==> src/rtl/uart_bus_master.sv <==
// rtl/uart_bus_master.sv - byte-stream command parser driving single-word PicoRV32 native bus transactions
module uart_bus_master #(
    parameter int TIMEOUT = 1024
) (
    input  logic        clk,
    input  logic        resetn,
    input  logic        rx_valid,
    input  logic [7:0]  rx_data,
    output logic        rx_ready,
    output logic        tx_valid,
    output logic [7:0]  tx_data,
    input  logic        tx_ready,
    output logic        mem_valid,
    output logic        mem_instr,
    input  logic        mem_ready,
    output logic [31:0] mem_addr,
    output logic [31:0] mem_wdata,
    output logic [3:0]  mem_wstrb,
    input  logic [31:0] mem_rdata,
    output logic        busy
);
    localparam logic [7:0]  CMD_READ  = 8'h52;
    localparam logic [7:0]  CMD_WRITE = 8'h57;
    localparam logic [7:0]  RSP_OK    = 8'h4B;
    localparam logic [7:0]  RSP_TMO   = 8'h54;
    localparam logic [7:0]  RSP_BAD   = 8'h3F;
    localparam logic [15:0] TMO_LAST  = 16'(TIMEOUT - 1);

    typedef enum logic [2:0] {
        S_IDLE,
        S_ADDR,
        S_DATA,
        S_BUS,
        S_RESP
    } state_t;

    state_t      state_q, state_d;
    logic        is_write_q, is_write_d;
    logic [1:0]  cnt_q, cnt_d;
    logic [31:0] addr_sr_q, addr_sr_d;
    logic [31:0] data_sr_q, data_sr_d;
    logic        mem_valid_q, mem_valid_d;
    logic [31:0] mem_addr_q, mem_addr_d;
    logic [31:0] mem_wdata_q, mem_wdata_d;
    logic [3:0]  mem_wstrb_q, mem_wstrb_d;
    logic [15:0] timer_q, timer_d;
    logic [23:0] resp_sr_q, resp_sr_d;
    logic [1:0]  rem_q, rem_d;
    logic        tx_valid_q, tx_valid_d;
    logic [7:0]  tx_data_q, tx_data_d;
    logic        rx_fire, tx_fire;

    always_comb begin
        state_d     = state_q;
        is_write_d  = is_write_q;
        cnt_d       = cnt_q;
        addr_sr_d   = addr_sr_q;
        data_sr_d   = data_sr_q;
        mem_valid_d = mem_valid_q;
        mem_addr_d  = mem_addr_q;
        mem_wdata_d = mem_wdata_q;
        mem_wstrb_d = mem_wstrb_q;
        timer_d     = timer_q;
        resp_sr_d   = resp_sr_q;
        rem_d       = rem_q;
        tx_valid_d  = tx_valid_q;
        tx_data_d   = tx_data_q;

        rx_ready = (state_q == S_IDLE) || (state_q == S_ADDR) || (state_q == S_DATA);
        rx_fire  = rx_valid && rx_ready;
        tx_fire  = tx_valid_q && tx_ready;

        case (state_q)
            S_IDLE: begin
                if (rx_fire) begin
                    if (rx_data == CMD_READ || rx_data == CMD_WRITE) begin
                        is_write_d = (rx_data == CMD_WRITE);
                        cnt_d      = 2'd0;
                        state_d    = S_ADDR;
                    end else begin
                        tx_valid_d = 1'b1;
                        tx_data_d  = RSP_BAD;
                        rem_d      = 2'd0;
                        state_d    = S_RESP;
                    end
                end
            end
            S_ADDR: begin
                if (rx_fire) begin
                    addr_sr_d = {rx_data, addr_sr_q[31:8]};
                    cnt_d     = cnt_q + 2'd1;
                    if (cnt_q == 2'd3) begin
                        if (is_write_q) begin
                            state_d = S_DATA;
                        end else begin
                            state_d     = S_BUS;
                            mem_valid_d = 1'b1;
                            mem_addr_d  = {addr_sr_d[31:2], 2'b00};
                            mem_wdata_d = data_sr_q;
                            mem_wstrb_d = 4'h0;
                            timer_d     = 16'd0;
                        end
                    end
                end
            end
            S_DATA: begin
                if (rx_fire) begin
                    data_sr_d = {rx_data, data_sr_q[31:8]};
                    cnt_d     = cnt_q + 2'd1;
                    if (cnt_q == 2'd3) begin
                        state_d     = S_BUS;
                        mem_valid_d = 1'b1;
                        mem_addr_d  = {addr_sr_q[31:2], 2'b00};
                        mem_wdata_d = data_sr_d;
                        mem_wstrb_d = 4'hF;
                        timer_d     = 16'd0;
                    end
                end
            end
            S_BUS: begin
                // A ready arriving on the final timeout cycle still completes normally.
                if (mem_ready) begin
                    mem_valid_d = 1'b0;
                    tx_valid_d  = 1'b1;
                    timer_d     = 16'd0;
                    state_d     = S_RESP;
                    if (is_write_q) begin
                        tx_data_d = RSP_OK;
                        rem_d     = 2'd0;
                    end else begin
                        tx_data_d = mem_rdata[7:0];
                        resp_sr_d = mem_rdata[31:8];
                        rem_d     = 2'd3;
                    end
                end else if (timer_q == TMO_LAST) begin
                    mem_valid_d = 1'b0;
                    tx_valid_d  = 1'b1;
                    tx_data_d   = RSP_TMO;
                    rem_d       = 2'd0;
                    timer_d     = 16'd0;
                    state_d     = S_RESP;
                end else begin
                    timer_d = timer_q + 16'd1;
                end
            end
            S_RESP: begin
                if (tx_fire) begin
                    if (rem_q == 2'd0) begin
                        tx_valid_d = 1'b0;
                        state_d    = S_IDLE;
                    end else begin
                        tx_data_d = resp_sr_q[7:0];
                        resp_sr_d = {8'h00, resp_sr_q[23:8]};
                        rem_d     = rem_q - 2'd1;
                    end
                end
            end
            default: state_d = S_IDLE;
        endcase
    end

    always_ff @(posedge clk or negedge resetn) begin
        if (!resetn) begin
            state_q     <= S_IDLE;
            is_write_q  <= 1'b0;
            cnt_q       <= 2'd0;
            addr_sr_q   <= 32'd0;
            data_sr_q   <= 32'd0;
            mem_valid_q <= 1'b0;
            mem_addr_q  <= 32'd0;
            mem_wdata_q <= 32'd0;
            mem_wstrb_q <= 4'h0;
            timer_q     <= 16'd0;
            resp_sr_q   <= 24'd0;
            rem_q       <= 2'd0;
            tx_valid_q  <= 1'b0;
            tx_data_q   <= 8'd0;
        end else begin
            state_q     <= state_d;
            is_write_q  <= is_write_d;
            cnt_q       <= cnt_d;
            addr_sr_q   <= addr_sr_d;
            data_sr_q   <= data_sr_d;
            mem_valid_q <= mem_valid_d;
            mem_addr_q  <= mem_addr_d;
            mem_wdata_q <= mem_wdata_d;
            mem_wstrb_q <= mem_wstrb_d;
            timer_q     <= timer_d;
            resp_sr_q   <= resp_sr_d;
            rem_q       <= rem_d;
            tx_valid_q  <= tx_valid_d;
            tx_data_q   <= tx_data_d;
        end
    end

    assign mem_valid = mem_valid_q;
    assign mem_instr = 1'b0;
    assign mem_addr  = mem_addr_q;
    assign mem_wdata = mem_wdata_q;
    assign mem_wstrb = mem_wstrb_q;
    assign tx_valid  = tx_valid_q;
    assign tx_data   = tx_data_q;
    assign busy      = (state_q != S_IDLE);
endmodule

==> config.mk <==
export PLATFORM = sky130hd
export DESIGN_NAME = uart_bus_master
export DESIGN_NICKNAME = d
export VERILOG_FILES = /design/src/rtl/uart_bus_master.sv
export SDC_FILE = /design/constraint.sdc
export NUM_CORES = 1
export LEC_CHECK = 0
export BUFFER_PORTS_ARGS = -buffer_cell sky130_fd_sc_hd__buf_4
export CAP_MARGIN = 20
export CORE_ASPECT_RATIO = 0.5
export CORE_MARGIN = 1
export CORE_UTILIZATION = 55
export CTS_CLUSTER_SIZE = 16
export DETAILED_ROUTE_END_ITERATION = 7
export HOLD_SLACK_MARGIN = 0.06
export PLACE_DENSITY = 0.81
export SLEW_MARGIN = 15
export SYNTH_ARGS = -nofsm -noshare
export SYNTH_HDL_FRONTEND = slang
export SYNTH_SLANG_ARGS = --single-unit
==> constraint.sdc <==
create_clock -name clk -period 3.4 [get_ports clk]
set_clock_uncertainty 0.05 [all_clocks]
set_input_delay 0.51 -clock clk [delete_from_list [all_inputs] [get_ports clk]]
set_output_delay 0.51 -clock clk [all_outputs]
set_load 0.01 [all_outputs]
==> impl_metrics.yaml, run 1 <==
run_status:
  status: "complete, no violations"
floorplanning:
  coreArea_um2: 14500
  die_w_um: 175
  die_area_um2: 15500
  fp-row-count: 31
  io_pins: 126
  fp.dieH_um: 88.5
  initial_utilization: 0.566
worst_setup_path:
  crit_fanout: 30
  endpoint_kind: "flip-flop"
  required_ns: 3.64
  r2r_setup_slack_ns: 0.98
  r2r_end: "resp_sr_q[4]"
  start_kind: "flip-flop"
  cp.arrival_ns: 2.66
  crit_type: "reg2reg"
  worstReg2RegStart: "state_q[0]"
  r2r_cells: 6
  startpoint: "state_q[0]"
yosys:
  muxShareOfSynthArea: 0.196
  syn_avg_cell_area_um2: 11.2
  synth-seq-cells: 183
  synth_top_area_frac: 0.557
  seq_area_frac_synth: 0.557
  synth_cell_types: 46
  synth_xor_area_frac: 0.00213
  synth_top_area_cell: "dfrtp_1"
  syn_inst: 737
  synthTopCellsByArea: "dfrtp_1, mux2i_1, mux2_2"
  ys_warn_count: 0
  syn_area_um2: 8230
  synth_ff_type: "dfrtp_1"
  synth_compound_area_frac: 0.0989
  synthSimpleGateAreaFrac: 0.109
  synthAdderAreaFrac: 0.00456
  synth_top_family_by_area: "multiplexers"
  async_reset_ff_frac: 1.00
  synth_edf_count: 0
layout:
  antennaDiodeCount: 0
  final_cell_mix: "dfrtp_1, buf_4, nand2_1"
  drive_gt1_frac: 0.280
  layout_commonest_cell: "dfrtp_1"
  finalCoreUtilization: 0.681
  fin_cells: 1048
  num-nets-final: 885
  areaGrowthSynthToFinish_pct: 20.3
drt:
  drc: 0
  drtIter0Drc: 555
  wl_per_cell_um: 16.3
  drt-total-wl_mm: 17.1
  firstDrtPassIters: 5
  antenna_left: 0
  vias: 5772
  viasPerCell: 5.51
clocking:
  htreeDepth: 4
  cts-resized-gates: 0
  insertion_delay_ns: 0.42
  cts_setup_buffers: 0
  clock_path_buffers: 2
  clock-sinks: 183
  cts_tree: "done"
  clk_pin_slew_worst_paths_ns: 0.08
  cts-root-buf: "clkbuf_16"
  cts_hold_buffers: 0
  cts-buffers-inserted: 17
sta:
  worst_slack_ns: 0.978
  finalSetupTns_ns: 0
  maxSlewViolCount: 0
  min_period_ns: 2.42
  rsz0062_at_grt: "no"
  fmax_ghz: 0.413
  setup_violations: 0
  relSlewSlack: 0.326
  period_share: 0.712
  hold_viol_final: 0
  worstMarginPinSlew_ns: 1.01
  fin_hold_ws_ns: 0.0687
grt:
  grt_pass1_vias: 5590
  gr-total-overflow: 0
  grt_first_pass_wirelength_mm: 28.2
  grt_max_degree: 126
  track_usage: 0.231
  antenna_found_initial: 0
pwr:
  power_density_nw_per_um2: 546
  irDropWorstVdd_mv: 0.343
  p_leak_nw: 4.63
placed_design:
  place_inst: 1016
  dp_hpwl_mm: 11.1
  finalWeightedCongestion: 0.834
  io_buffers: 122
  dp_slack_ns: 1.01
worst_hold_path:
  hold_class: "in2async"
run:
  cap_viol_max_count: 0
-- per-layer routing --
metal | wire length, um | share of wire | global-route usage | vias up
met5 | 0 | 0 | 0 | -
li1 | - | - | - | 2786
met1 | 8080 | 0.47 | 0.320 | 2835
met4 | 173 | 0.010 | 0.0751 | 0
met3 | 758 | 0.044 | 0.0498 | 17
met2 | 8110 | 0.47 | 0.369 | 134
-- where the power goes --
group          total (mW)  switching [mW]  leakage [nW]  internal, mW
logic               0.854           0.454          1.84         0.401
registers            2.49           0.134          2.49          2.36
clock network        2.06           0.919         0.301          1.14
-- area by class of cell --
class	instances	area (um2)
sequential	183	4580
tap	198	248
inverter	9	33.8
fill	1095	4650
clock inverter	13	183
clock buffer	19	443
multi-input combinational	496	3410
timing repair buffer	130	1000
-- how the worst max path moves through the flow --
stage | to | slack [ns] | depth (start not counted)
6_report | resp_sr_q[4] | 0.98 | 6
5_1_grt | tx_data[0] | 0.79 | 4
4_1_cts | timer_q[13] | 0.99 | 5
3_5_place_dp | timer_q[13] | 1.01 | 5
3_3_place_gp | tx_data[0] | 1.08 | 6
2_1_floorplan | tx_data[0] | 1.34 | 5
-- flip-flops by register name, summed over array words and instances, names as in the netlist, 2 cells and up --
name,cells
state_q,3
mem_addr,30
cnt_q,2
mem_wdata,32
rem_q,2
tx_data,8
timer_q,16
resp_sr_q,24
data_sr_q,32
addr_sr_q,30
-- logic make-up (layout without fill, tap and decap cells) --
kind of cell             Yosys count  after routing
AND/OR/NAND/NOR                  193            193
flip-flops                       183            183
multiplexers                     152            152
AO/OA/AOI/OAI                    143            143
buffers and inverters             60            171
adder cells (fa/ha/maj)            3              3
XOR/XNOR                           2              2
other                              1              3
-- worst max-delay path: stages (launching register included) --
cell	delay, ns
dfrtp_1	0.64
nor2b_1	0.35
and3_1	0.57
nor2b_2	0.20
buf_4	0.27
nand2_1	0.11
o21ai_0	0.10
-- per-stage QoR --
stage               instance area, um2  power (mW)
finish                            9900        5.41
CTS                               9900        5.44
detailed placement                9270        3.38
global route                      9900        5.64
global placement                  9270        3.34
floorplan                         8230        3.05
-- cell usage after synthesis (2+ instances only) --
| cell type | instances |
|---|---|
| nand4_1 | 3 |
| mux2i_1 | 82 |
| nand3_1 | 17 |
| inv_1 | 9 |
| a21oi_1 | 24 |
| nor4bb_1 | 2 |
| o31ai_1 | 5 |
| a22o_1 | 4 |
| nand2b_1 | 4 |
| ha_1 | 3 |
| buf_4 | 6 |
| o21bai_1 | 2 |
| and4_1 | 2 |
| nor3_1 | 5 |
| a211o_1 | 2 |
| a21o_1 | 3 |
| o21ai_0 | 94 |
| a2111oi_0 | 2 |
| nand2_1 | 112 |
| or4_1 | 5 |
| nor3b_1 | 2 |
| and3_1 | 6 |
| clkbuf_1 | 27 |
| mux2_2 | 69 |
| nand4b_1 | 2 |
| nor2_1 | 17 |
| and2_1 | 3 |
| xnor2_1 | 2 |
| buf_2 | 17 |
| dfrtp_1 | 183 |
| or3_1 | 4 |
| nor2b_1 | 5 |
(Power assumes the default switching activity.)
==> inputs of run 2 (changes only) <==
- CORE_UTILIZATION: 55 -> 51
- PLACE_DENSITY: 0.81 -> 0.79
- clock period: 3.4 -> 2 ns (I/O delays scaled with it)
==> impl_metrics.yaml, run 2 (same netlist as run 1, synthesis figures left out) <==
run_status:
  status: "complete, but fails checks"
  violations: "negative setup slack"
floorplanning:
  die_w_um: 182
  fp-row-count: 32
  coreArea_um2: 15600
  initial_utilization: 0.528
  die_area_um2: 16700
  io_pins: 126
  fp.dieH_um: 91.8
layout:
  multiInputGateArea_um2: 3480
  antennaDiodeCount: 0
  areaGrowthSynthToFinish_pct: 28.0
  drive_gt1_frac: 0.324
  regArea_um2: 4580
  fillers: 1109
  layout_commonest_cell: "dfrtp_1"
  final_cell_mix: "dfrtp_1, buf_4, nand2_1"
  finalCoreUtilization: 0.676
  num-nets-final: 935
sta:
  min_period_ns: 2.01
  hold_viol_final: 0
  maxSlewViolCount: 0
  worst_slack_ns: -0.0110
  fin_hold_ws_ns: 0.102
  setup_violations: 2
  rsz0062_at_grt: "yes"
  fmax_ghz: 0.497
  relSlewSlack: 0.658
  period_share: 1.01
  worstMarginPinSlew_ns: 0.513
grt:
  track_usage: 0.232
  grt_pass1_vias: 6026
  antenna_found_initial: 0
  gr-total-overflow: 0
  grt_max_degree: 63
  grt_first_pass_wirelength_mm: 30.5
drt:
  drtIter0Drc: 302
  dr_wl_met2_mm: 9.20
  drt-met1-wl_mm: 8.53
  vias: 6087
  route.top_layer_used: "met4"
  firstDrtPassIters: 5
  wl_per_cell_um: 17.2
  viasPerCell: 5.51
  wl_met3_um: 843
  drt-total-wl_mm: 19.0
  drc: 0
  antenna_left: 0
worst_setup_path:
  endpoint_kind: "flip-flop"
  crit_fanout: 9
  required_ns: 2.26
  cp.arrival_ns: 2.27
  start_kind: "flip-flop"
  r2r_setup_slack_ns: -0.01
  crit_type: "reg2reg"
pwr:
  p_leak_nw: 4.94
  switching_share: 0.283
  seqPwrFrac: 0.445
  irDropWorstVdd_mv: 0.602
  pwr-share-clk: 0.373
  p_int_mw: 6.81
  switching_power_mw: 2.69
  power_density_nw_per_um2: 902
  p_comb_frac: 0.182
clocking:
  htreeDepth: 4
  insertion_delay_ns: 0.43
  clk_pin_slew_worst_paths_ns: 0.08
  clock-sinks: 183
  cts_tree: "done"
  cts-buffers-inserted: 17
  cts-root-buf: "clkbuf_16"
  clock_path_buffers: 2
worst_hold_path:
  hold_class: "in2reg"
placed_design:
  io_buffers: 122
  dp_slack_ns: -0.0252
  finalWeightedCongestion: 0.795
  dp_hpwl_mm: 12.5
run:
  cap_viol_max_count: 0
## run 2: cell count changes in the layout (fill, tap and decap cells not counted), moves of 4 or more
cell           delta
mux2_4            +5
inv_8             +5
inv_6             -4
buf_4            +29
buf_12            +8
mux2_2            -5
dlygate4sd3_1     +9
## run 2: power groups by stage
stage	registers (mW)	clock network, mW	logic [mW]
after floorplan	4.25	0	0.961
final	4.23	3.54	1.73
after detailed placement	4.28	0	1.61
after global placement	4.26	0	1.55
after CTS	4.22	3.58	1.66
after global routing	4.25	3.72	1.90
## run 2: final timing paths
kind	startpoint	endpoint	cells past startpoint
min	mem_rdata[10]	resp_sr_q[2]	3
max	timer_q[15]	tx_data[0]	6
max reg2reg	timer_q[15]	tx_data[0]	6
max in group asynchronous	resetn	mem_wdata[15]	3
min reg2reg	resp_sr_q[16]	resp_sr_q[16]	2
min in group asynchronous	resetn	timer_q[3]	2
## run 2: metal layers
| metal | GRT usage | vias up |
|---|---|---|
| met5 | 0 | - |
| li1 | - | 2888 |
| met2 | 0.382 | 155 |
| met3 | 0.0465 | 37 |
| met4 | 0.0869 | 0 |
| met1 | 0.305 | 3007 |
## run 2: final cells by class
cell class / count / share of cell area
inverter: 9 / 0.00321
tap: 204 / 0.0242
clock buffer: 17 / 0.0404
timing repair buffer: 180 / 0.147
clock inverter: 15 / 0.0194
sequential: 183 / 0.435
multi-input combinational: 496 / 0.331
## run 2: critical path: stages (launching register included)
cell      delay, ns
dfrtp_1        0.43
nor4bb_4       0.32
and4_4         0.28
nor3_4         0.05
a311oi_4       0.25
buf_12         0.18
mux2_2         0.33
## run 2: repair_timing
action	4_1_cts	5_1_grt
pin swaps	1	3
buffers inserted	1	4
cloned	0	2
gates resized for setup	3	20
hold buffers	9	0
endpoints found under the hold margin	62	0
endpoints found under the setup margin	13	60
## run 2: per-stage QoR
stage	setup TNS [ns]	cell area [um2]	cells	total power, mW
3_5_place_dp	-0.0960	9650	1056	5.90
3_3_place_gp	0	9650	1056	5.81
5_1_grt	-0.455	10500	1104	9.87
4_1_cts	-0.0157	10400	1098	9.45
2_1_floorplan	-0.332	8250	739	5.21
6_report	-0.0147	10500	1104	9.49
